## config.mk

```make
export PLATFORM = sky130hd
export DESIGN_NAME = peripheral_dbg_pu_riscv_bus_xfer
export DESIGN_NICKNAME = d
export VERILOG_FILES = /design/src/rtl/peripheral_dbg_pu_riscv_bus_xfer_pkg.sv /design/src/rtl/peripheral_dbg_pu_riscv_bus_xfer.sv
export SDC_FILE = /design/constraint.sdc
export NUM_CORES = 1
export LEC_CHECK = 0
export ABC_AREA = 1
export BUFFER_PORTS_ARGS = -buffer_cell sky130_fd_sc_hd__buf_2
export CORE_UTILIZATION = 52
export DETAILED_ROUTE_END_ITERATION = 8
export HOLD_SLACK_MARGIN = 0.12
export MAX_ROUTING_LAYER = met4
export PLACE_DENSITY = 0.84
export RECOVER_POWER = 50
export SYNTH_ARGS = -nofsm -noshare
export SYNTH_HDL_FRONTEND = slang
export SYNTH_SLANG_ARGS = --single-unit
```

## constraint.sdc

```tcl
create_clock -name DEST_CLK -period 6.9 [get_ports DEST_CLK]
set_input_delay 1.38 -clock DEST_CLK [delete_from_list [all_inputs] [get_ports DEST_CLK]]
set_output_delay 1.38 -clock DEST_CLK [all_outputs]
set_load 0.01 [all_outputs]
```

## src/rtl/peripheral_dbg_pu_riscv_bus_xfer_pkg.sv

```systemverilog
// Shared types and defaults for the debug bus-transfer consumer.
package peripheral_dbg_pu_riscv_bus_xfer_pkg;

  typedef enum logic [1:0] {
    ST_IDLE    = 2'd0,
    ST_CAPTURE = 2'd1,
    ST_BUS     = 2'd2,
    ST_DONE    = 2'd3
  } xfer_state_e;

  localparam int DEFAULT_TIMEOUT = 255;

endpackage

```

## src/rtl/peripheral_dbg_pu_riscv_bus_xfer.sv

```systemverilog
// Destination-domain consumer of the debug request syncflop: runs one
// single-beat Wishbone classic transfer per request and flips ACK_TOGGLE on completion.
//
// state   | meaning
// IDLE    | waiting for REQ_PENDING
// CAPTURE | REQ_CLR pulse, latch quasi-static request fields
// BUS     | CYC/STB asserted, waiting for ERR/ACK/timeout
// DONE    | guard cycle with bus idle
module peripheral_dbg_pu_riscv_bus_xfer
  import peripheral_dbg_pu_riscv_bus_xfer_pkg::*;
#(
  parameter int ADDR_WIDTH = 32,
  parameter int DATA_WIDTH = 32,
  parameter int TIMEOUT    = DEFAULT_TIMEOUT
) (
  input  logic                    RESET,
  input  logic                    DEST_CLK,
  input  logic                    REQ_PENDING,
  output logic                    REQ_CLR,
  input  logic [ADDR_WIDTH-1:0]   ADDR_IN,
  input  logic [DATA_WIDTH-1:0]   DATA_IN,
  input  logic                    WE_IN,
  input  logic [DATA_WIDTH/8-1:0] SEL_IN,
  output logic [ADDR_WIDTH-1:0]   WB_ADR_O,
  output logic [DATA_WIDTH-1:0]   WB_DAT_O,
  output logic                    WB_WE_O,
  output logic [DATA_WIDTH/8-1:0] WB_SEL_O,
  output logic                    WB_CYC_O,
  output logic                    WB_STB_O,
  input  logic [DATA_WIDTH-1:0]   WB_DAT_I,
  input  logic                    WB_ACK_I,
  input  logic                    WB_ERR_I,
  output logic [DATA_WIDTH-1:0]   DATA_OUT,
  output logic                    ERR_OUT,
  output logic                    ACK_TOGGLE
);

  // A zero-width counter is not legal, so TIMEOUT=0 still keeps one bit.
  localparam int CNT_W = (TIMEOUT > 0) ? $clog2(TIMEOUT + 1) : 1;
  localparam logic [CNT_W-1:0] CNT_LAST = CNT_W'((TIMEOUT > 0) ? TIMEOUT - 1 : 0);

  xfer_state_e             state_q;
  logic                    req_clr_q;
  logic                    cyc_q;
  logic [ADDR_WIDTH-1:0]   adr_q;
  logic [DATA_WIDTH-1:0]   dat_q;
  logic                    we_q;
  logic [DATA_WIDTH/8-1:0] sel_q;
  logic [DATA_WIDTH-1:0]   data_out_q;
  logic                    err_q;
  logic                    toggle_q;
  logic [CNT_W-1:0]        cnt_q;

  logic                    timeout_d;
  logic                    fail_d;

  always_comb begin
    timeout_d = 1'b0;
    if (TIMEOUT > 0)
      timeout_d = (cnt_q == CNT_LAST) && !WB_ACK_I && !WB_ERR_I;
    fail_d = WB_ERR_I || timeout_d;
  end

  always_ff @(posedge DEST_CLK or posedge RESET) begin
    if (RESET) begin
      state_q    <= ST_IDLE;
      req_clr_q  <= 1'b0;
      cyc_q      <= 1'b0;
      adr_q      <= '0;
      dat_q      <= '0;
      we_q       <= 1'b0;
      sel_q      <= '0;
      data_out_q <= '0;
      err_q      <= 1'b0;
      toggle_q   <= 1'b0;
      cnt_q      <= '0;
    end else begin
      req_clr_q <= 1'b0;
      case (state_q)
        ST_IDLE: begin
          if (REQ_PENDING) begin
            state_q   <= ST_CAPTURE;
            req_clr_q <= 1'b1;
          end
        end
        ST_CAPTURE: begin
          adr_q   <= ADDR_IN;
          dat_q   <= DATA_IN;
          we_q    <= WE_IN;
          sel_q   <= SEL_IN;
          cnt_q   <= '0;
          cyc_q   <= 1'b1;
          state_q <= ST_BUS;
        end
        ST_BUS: begin
          if (fail_d) begin
            data_out_q <= '0;
            err_q      <= 1'b1;
            toggle_q   <= ~toggle_q;
            cyc_q      <= 1'b0;
            state_q    <= ST_DONE;
          end else if (WB_ACK_I) begin
            if (!we_q) data_out_q <= WB_DAT_I;
            err_q    <= 1'b0;
            toggle_q <= ~toggle_q;
            cyc_q    <= 1'b0;
            state_q  <= ST_DONE;
          end else begin
            cnt_q <= cnt_q + 1'b1;
          end
        end
        ST_DONE: state_q <= ST_IDLE;
        default: state_q <= ST_IDLE;
      endcase
    end
  end

  assign REQ_CLR    = req_clr_q;
  assign WB_ADR_O   = adr_q;
  assign WB_DAT_O   = dat_q;
  assign WB_WE_O    = we_q;
  assign WB_SEL_O   = sel_q;
  assign WB_CYC_O   = cyc_q;
  assign WB_STB_O   = cyc_q;
  assign DATA_OUT   = data_out_q;
  assign ERR_OUT    = err_q;
  assign ACK_TOGGLE = toggle_q;

endmodule

```

======== Yosys cells after proc, flatten, opt, wreduce, memory -nomap -nowiden ========
Index checks and enable logic that the tools add are counted.
word-level totals
  register bits after elaboration ......... 115
  output and inout bits ................... 106
  word-level logic and storage cells ...... 53
operators by class
  add/sub/neg operators ................... 1
  eq/ne operators ......................... 9
  multiplexer cells ....................... 18
  bitwise logic cells ..................... 1
  reductions and logical operators ........ 13
operator list
  operator             count
  $mux 32              3
  $mux 8               2
  $pmux 8 s2           1
  $add 8x1->8 const B  1
  $eq 8x8->1 const B   1
  $pmux 2 s4           1
  $mux 1               7
  $mux 2               3
  $ne 2x2->1 const B   3
  $reduce_and 2->1     3
  $reduce_and 3->1     2
  $eq 2x2->1 const B   2
  $reduce_bool 2->1    2
  $ne 3x3->1 const B   1
  $eq 2x1->1 const B   1
  $logic_and 1x1->1    2
  $logic_not 1->1      2
  $logic_not 2->1      1
  $ne 2x1->1 const B   1
  $pmux 1 s2           1
  $logic_or 1x1->1     1
  $not 1->1            1

======== Depth between registers and ports, before layout ========
Gate-level depths: netlist of the first run.
  depth after elaboration ................. 6
  depth in mapped cells ................... 10
  gate-level depth less buffers ........... 10

======== Worst setup path after synthesis of the first run ========
Ideal clock, no wire load.
  path type ............................... input -> register
  start point ............................. input port WB_ACK_I
  end point ............................... register data_out_q[0], in the netlist DATA_OUT[0]
  library setup time ...................... 117 ps
  arrival time ............................ 2092 ps
  setup slack ............................. 4691 ps
  cell stages on the path ................. 7
  buffers on the path ..................... 1
  cell sequence ........................... inv_1 > nand3_4 > nand3_2 > nand3_4 > buf_6 > nand2_1 > nand2_1
on the way
  word-level cells in the longest chain between the ends .. 6
ends and longest elaborated chain
  what                                                                     line                                     source
  start: declaration                                                       peripheral_dbg_pu_riscv_bus_xfer.sv:31   input logic WB_ACK_I,
  $logic_not 1->1                                                          peripheral_dbg_pu_riscv_bus_xfer.sv:60   timeout_d = (cnt_q == CNT_LAST) && !WB_ACK_I && !WB_ERR_I;
  $logic_and 1x1->1 (2 in a row)                                           peripheral_dbg_pu_riscv_bus_xfer.sv:60
  $logic_or 1x1->1                                                         peripheral_dbg_pu_riscv_bus_xfer.sv:61   fail_d = WB_ERR_I || timeout_d;
  $ne 2x1->1 (no source line) / $reduce_bool 2->1 (equally long branches)  --
  $reduce_and 3->1 (no source line)                                        --
  end signal: assignment                                                   peripheral_dbg_pu_riscv_bus_xfer.sv:73   data_out_q <= '0;
  end signal: assignment                                                   peripheral_dbg_pu_riscv_bus_xfer.sv:97   data_out_q <= '0;
  end signal: assignment                                                   peripheral_dbg_pu_riscv_bus_xfer.sv:103  if (!we_q) data_out_q <= WB_DAT_I;
  end: declaration                                                         peripheral_dbg_pu_riscv_bus_xfer.sv:49   logic [DATA_WIDTH-1:0] data_out_q;
Parallel ways exist; a longest one is shown, timed or not.
A chain may end at the register's enable or synchronous reset.

======== Final worst setup path of the first run ========
  start point ............................. register state_q[1]
  end point ............................... register adr_q[24], in the netlist WB_ADR_O[24]
on the way
  word-level cells in the longest chain between the ends .. 1
ends and longest elaborated chain
  what                      line                                    source
  start: declaration        peripheral_dbg_pu_riscv_bus_xfer.sv:42  xfer_state_e state_q;
  start signal: assignment  peripheral_dbg_pu_riscv_bus_xfer.sv:66  state_q <= ST_IDLE;
  start signal: assignment  peripheral_dbg_pu_riscv_bus_xfer.sv:82  state_q <= ST_CAPTURE;
  start signal: assignment  peripheral_dbg_pu_riscv_bus_xfer.sv:93  state_q <= ST_BUS;
  $eq 2x1->1                peripheral_dbg_pu_riscv_bus_xfer.sv:79  case (state_q)
  end signal: assignment    peripheral_dbg_pu_riscv_bus_xfer.sv:69  adr_q <= '0;
  end signal: assignment    peripheral_dbg_pu_riscv_bus_xfer.sv:87  adr_q <= ADDR_IN;
  end: declaration          peripheral_dbg_pu_riscv_bus_xfer.sv:45  logic [ADDR_WIDTH-1:0] adr_q;
Every way passes these cells.

==> results of run 1 <==
[per-layer routing]
layer,part of all wire (%),vias up,global-route usage [%]
li1,-,1936,-
met4,2.4,0,11.37
met1,40,1946,30.79
met5,0,-,-
met2,52,169,43.20
met3,5.4,21,5.062
[layout make-up]
class                           instances  area (sq um)
Fill cell                             684          2695
Inverter                               46         173.9
Clock inverter                         15         142.6
Tap cell                              129         161.4
Timing Repair Buffer                  214          1072
Clock buffer                           17         414.1
Sequential cell                       115          2878
Multi-Input combinational cell        290          1790
[state kept, by name, indices dropped and copies added (netlist names)]
register    flops
DATA_OUT       32
WB_ADR_O       32
WB_DAT_O       32
cnt_q           8
WB_SEL_O        4
state_q         2
ACK_TOGGLE      1
ERR_OUT         1
REQ_CLR         1
WB_CYC_O        1
WB_WE_O         1
[worst max-delay path, stage by stage, from the launching register on]
cell and delay [ns]:
dfrtp_1 0.40, inv_1 0.12, ha_1 0.19, clkbuf_1 2.61, mux2_2 0.51
[synthesized netlist by cell type]
| cell type | n |
|---|---|
| o21bai_1 | 1 |
| nand3b_1 | 1 |
| nand2_1 | 105 |
| nand3_2 | 2 |
| nand4_1 | 2 |
| o21ai_0 | 3 |
| buf_6 | 7 |
| xnor2_1 | 1 |
| nand2_4 | 1 |
| nand3_1 | 42 |
| a21oi_1 | 2 |
| buf_1 | 1 |
| ha_1 | 6 |
| nand2_2 | 3 |
| nor2_4 | 1 |
| dfrtp_1 | 115 |
| buf_2 | 12 |
| inv_1 | 46 |
| mux2_2 | 69 |
| buf_4 | 1 |
| o211ai_4 | 1 |
| and2_1 | 1 |
| clkbuf_1 | 1 |
| buf_8 | 3 |
| nor2_1 | 46 |
| nand3_4 | 2 |
| nor2_2 | 1 |
[metrics by stage]
step                      hold slack (ns)  worst slack, ns  utilization [%]  power (mW)  instance area [sq um]
final                              0.4666            2.887            71.11       3.191                   6633
after global routing               0.4818            2.583            71.11       3.378                   6633
after CTS                          0.4696            4.399            71.54       3.185                   6673
after detailed placement           0.4537            4.107            65.57       2.362                   6116
after global placement             0.4496            4.153            65.57       2.294                   6116
after floorplan                    0.4675            2.476                -       1.914                   5070
[cell families (layout without fill, tap and decap cells)]
family | Yosys count | count (layout) | synth area share, %
flops | 115 | 115 | 56.76
buf+inv | 71 | 292 | 7.330
compound gates | 7 | 7 | 1.061
mux | 69 | 69 | 15.33
fa+ha+maj | 6 | 6 | 1.481
xor+xnor | 1 | 1 | 0.1728
simple gates | 207 | 207 | 17.87
[where the power goes]
group	switching [mW]	leakage (nW)	internal (mW)
Sequential	0.170	1.40	0.980
Clock	0.353	0.265	0.458
Combinational	0.647	1.90	0.582
[worst min-delay path by stage]
stage	depth (start not counted)	slack, ns	end	from
floorplan	2	0.47	state_q[1]	state_q[1]
global placement	2	0.45	DATA_OUT[5]	DATA_OUT[5]
finish	2	0.47	DATA_OUT[26]	DATA_OUT[26]
global route	2	0.48	DATA_OUT[22]	DATA_OUT[22]
detailed placement	2	0.45	DATA_OUT[31]	DATA_OUT[31]
CTS	2	0.47	DATA_OUT[26]	DATA_OUT[26]
==> results.yml, run 1 <==
run_status:
  outcome: "finished with violations"
  violations: "capacitance limit, slew limit"
grt:
  grt_pass1_vias: 4156
  track_usage_pct: 25.94
  grt_overflow: 0
  grt_pass1_wl_um: 19410
  grt_max_degree: 70
  antenna_found_initial: 0
yosys:
  yosys-top-cells-area: "dfrtp_1 (57%), mux2_2 (15%), nand2_1 (7.8%)"
  synthCells: 476
  yosysTopAreaCell: "dfrtp_1"
  syn_avg_cell_area_sq_um: 10.65
  synth_top_area_share_pct: 56.76
  ys_seq_elements: 115
  yosysSeqAreaShare_pct: 56.76
  netlist_area_sq_mm: 0.005070
  syn-num-nets: 588
  synth_cell_types: 27
  ys_warn_count: 0
sta:
  finalSetupViolations: 0
  fin_crit_sh_pct: 58.15
  fin_crit_ns: 4.013
  rsz0062_at_grt: "no"
  skew_ns: 0.008186
  maxSlewHeadroom_pct: -148.1
  fmax_ghz: 0.2492
  slew_viol_final: 131
  worst_pin_slew_ns: 3.721
  tns_ns: 0
  finalHoldViolations: 0
floorplan:
  core-area_sq_mm: 0.009328
  ios: 212
  dieWidth_um: 100.7
  fp.dieH_um: 100.7
  start_util_pct: 54.35
  rows: 35
  dieArea_sq_mm: 0.01015
clocking:
  cts-hold-fix-buffers: 0
  clk_pin_slew_ns: 0.06
  h-tree-depth: 4
  cts_setup_buffers: 0
  cts.sinks: 115
  clkLatencyLatePin_ns: 0.50
  clk_path_buf_depth: 2
  root_buffer: "clkbuf_8"
  cts-buffers-inserted: 17
  cts_tree: "done"
  cts_resized: 0
setup_path:
  crit_path_end_kind: "register"
  path_class: "register to register"
  crit_required_ns: 7.27
  crit_start: "state_q[1]"
  timing.rr.start: "state_q[1]"
  r2r_end: "WB_ADR_O[24]"
  reg2reg_depth: 4
  arrival_ns: 4.38
  crit_end: "WB_ADR_O[24]"
  critPathLaunchType: "register"
  r2r_slack_ns: 2.89
  crit_fanout: 69
drt:
  dr.pass1.iters: 6
  drc: 0
  drtIter0Drc: 169
  wl_per_cell_um: 14.98
  drt_wl_total_um: 12370
  vias: 4072
  ant_nets: 0
  viasPerCell: 4.930
layout:
  diodes: 0
  drive_above_1_share_pct: 45.62
  mostFrequentLayoutCells: "buf_2 (209), dfrtp_1 (115), nand2_1 (108), mux2_2 (68), nor2_1 (46)"
  final_cell_count_no_fill: 826
  syn_to_final_growth_pct: 30.82
  final_common_cell: "buf_2"
  nNetsFinal: 796
power:
  cellPowerDensity_mw_per_mm2: 481.0
  ir_drop_v: 0.0002994
  p_leak_nw: 3.564
placement:
  place_inst: 794
  io_buffers: 211
  routabilityCongestion: 0.8536
  dp_hpwl_um: 8694
flow_run:
  maxCapViolCount: 2
worst_hold_path:
  hold_class: "register to register"
(Power assumes the default switching activity.)
==> run 2, diff against run 1 <==
--- a/config.mk
+++ b/config.mk
@@ -7,11 +7,11 @@
 export LEC_CHECK = 0
 export ABC_AREA = 1
 export BUFFER_PORTS_ARGS = -buffer_cell sky130_fd_sc_hd__buf_2
-export CORE_UTILIZATION = 52
+export CORE_UTILIZATION = 43
 export DETAILED_ROUTE_END_ITERATION = 8
 export HOLD_SLACK_MARGIN = 0.12
 export MAX_ROUTING_LAYER = met4
-export PLACE_DENSITY = 0.84
+export PLACE_DENSITY = 0.74
 export RECOVER_POWER = 50
 export SYNTH_ARGS = -nofsm -noshare
 export SYNTH_HDL_FRONTEND = slang
==> constraint.sdc (replaced) <==
create_clock -name DEST_CLK -period 3.28 [get_ports DEST_CLK]
set_input_delay 0.656 -clock DEST_CLK [delete_from_list [all_inputs] [get_ports DEST_CLK]]
set_output_delay 0.656 -clock DEST_CLK [all_outputs]
set_load 0.01 [all_outputs]
==> run 2 against run 1 <==
  * The run still ends with capacitance limit, slew limit left
  * Final area up 1.1%
  * Combinational power increased by 98%
  * Register-to-register slack lost 1.6 ns
  * Clock power up 130%
  * Non-clock buffer count up 1
  * Critical path depth unchanged
  * Largest power group unchanged
==> results.yml, run 2 (synthesis results as in run 1) <==
run_status:
  outcome: "finished with violations"
  violations: "capacitance limit, slew limit"
power:
  p_leak_nw: 3.455
  ir_drop_v: 0.0006032
  cellPowerDensity_mw_per_mm2: 997.3
drt:
  wl_per_cell_um: 13.81
  dr.pass1.iters: 4
  ant_nets: 0
  vias: 4019
  drc: 0
  viasPerCell: 4.779
  drtIter0Drc: 257
  drt_wl_total_um: 11610
grt:
  grt_max_degree: 55
  grt_pass1_wl_um: 19250
  grt_pass1_vias: 3974
  track_usage_pct: 20.57
  grt_overflow: 0
  antenna_found_initial: 0
layout:
  fillCellCount: 982
  final_common_cell: "buf_2"
  nNetsFinal: 797
  seqCellArea_sq_mm: 0.002878
  mostFrequentLayoutCells: "buf_2 (159), dfrtp_1 (115), nand2_1 (105), mux2_2 (69), clkbuf_1 (53)"
  diodes: 0
  multiInputGateArea_sq_mm: 0.001826
  final_cell_count_no_fill: 841
  syn_to_final_growth_pct: 32.26
  drive_above_1_share_pct: 39.68
clocking:
  clk_pin_slew_ns: 0.05
  h-tree-depth: 4
  cts-buffers-inserted: 17
  cts-hold-fix-buffers: 0
  cts.sinks: 115
  cts_tree: "done"
  cts_setup_buffers: 0
  cts_resized: 0
  clkLatencyLatePin_ns: 0.40
  clk_path_buf_depth: 2
  root_buffer: "clkbuf_16"
worst_hold_path:
  worstHoldStart: "DATA_OUT[19]"
  holdPathEnd: "DATA_OUT[19]"
  hold_class: "register to register"
  holdPathStages: 2
placement:
  dp_hpwl_um: 8112
  io_buffers: 211
  place_inst: 809
  routabilityCongestion: 0.8651
setup_path:
  r2r_slack_ns: 1.28
  cp_slowest_stage_delay_ns: 0.68
  reg2reg_depth: 4
  crit_family: "adder cells"
  slowest_stage: "ha_2"
  crit_required_ns: 3.56
  crit_fanout: 41
  cp_num_buf_inv: 2
  timing.rr.start: "state_q[1]"
  path_class: "register to register"
  r2r_end: "WB_DAT_O[2]"
  arrival_ns: 2.29
  critPathLaunchType: "register"
  path_cells: "inv_1 -> ha_2 -> buf_12 -> mux2_2"
  crit_path_end_kind: "register"
flow_run:
  maxCapViolCount: 1
sta:
  fmax_ghz: 0.4991
  rsz0062_at_grt: "no"
  fin_crit_ns: 2.004
  slew_viol_final: 41
  finalSetupViolations: 0
  fin_crit_sh_pct: 61.08
  tns_ns: 0
  worst_pin_slew_ns: 1.866
  maxSlewHeadroom_pct: -25.10
  finalHoldViolations: 0
  skew_ns: 0.006032
floorplan:
  ios: 212
  core-area_sq_mm: 0.01147
  dieArea_sq_mm: 0.01223
  start_util_pct: 44.21
  dieWidth_um: 110.6
  rows: 39
  fp.dieH_um: 110.6
-- run 2: cell count changes in the layout (fill, tap and decap cells not counted), moves of 2 or more --
| cell | change |
|---|---|
| nand3_1 | -2 |
| clkinv_2 | +4 |
| clkbuf_1 | +50 |
| ha_2 | +2 |
| ha_1 | -2 |
| buf_12 | +2 |
| bufinv_16 | +3 |
| buf_2 | -50 |
| nand2_2 | +2 |
| inv_8 | -3 |
| nand2_1 | -3 |
| inv_6 | -5 |
-- run 2: worst reg2reg max path, delay by kind of cell, from the launching register on --
family / cells / cell delay (ns)
buffers and inverters: 2 / 0.42
flip-flops: 1 / 0.40
multiplexers: 1 / 0.38
adder cells (fa/ha/maj): 1 / 0.68
-- run 2: where the power goes --
part | switching, mW | internal, mW | total, mW
combinational | 1.32 | 1.11 | 2.43
clock | 0.638 | 1.21 | 1.85
sequential | 0.348 | 2.06 | 2.41
total | 2.31 | 4.38 | 6.69
-- run 2: per-layer routing --
| layer | part of all wire (%) | global-route usage, % |
|---|---|---|
| met5 | 0 | - |
| met1 | 43 | 24.95 |
| met4 | 1.2 | 9.244 |
| met2 | 50 | 32.01 |
| met3 | 5.5 | 5.763 |
-- run 2: worst max path at each step --
stage,start,endpoint,slack [ns],cells after the start
floorplan,RESET,ACK_TOGGLE,1.22,1
global placement,state_q[1],WB_ADR_O[29],1.32,4
finish,state_q[1],WB_DAT_O[2],1.28,4
detailed placement,state_q[1],WB_DAT_O[2],1.27,4
global route,state_q[1],WB_ADR_O[29],1.13,4
CTS,state_q[1],WB_DAT_O[2],1.23,4
-- run 2: cell type report --
type,count,share of cell area [%]
Clock buffer,19,6.606
Clock inverter,13,2.389
Inverter,46,2.594
Multi-Input combinational cell,290,27.23
Sequential cell,115,42.92
Tap cell,143,2.668
Timing Repair Buffer,215,15.60
-- run 2: through the flow --
stage | hold slack (ns) | utilization (%) | power [mW] | worst slack [ns] | cell area [sq um]
2_1_floorplan | 0.4675 | - | 4.028 | 1.225 | 5074
6_report | 0.4661 | 58.47 | 6.687 | 1.276 | 6705
5_1_grt | 0.4511 | 58.47 | 7.112 | 1.128 | 6705
4_1_cts | 0.4443 | 59.06 | 6.846 | 1.231 | 6773
3_3_place_gp | 0.4481 | 53.80 | 4.845 | 1.319 | 6170
3_5_place_dp | 0.4532 | 53.80 | 4.948 | 1.266 | 6170
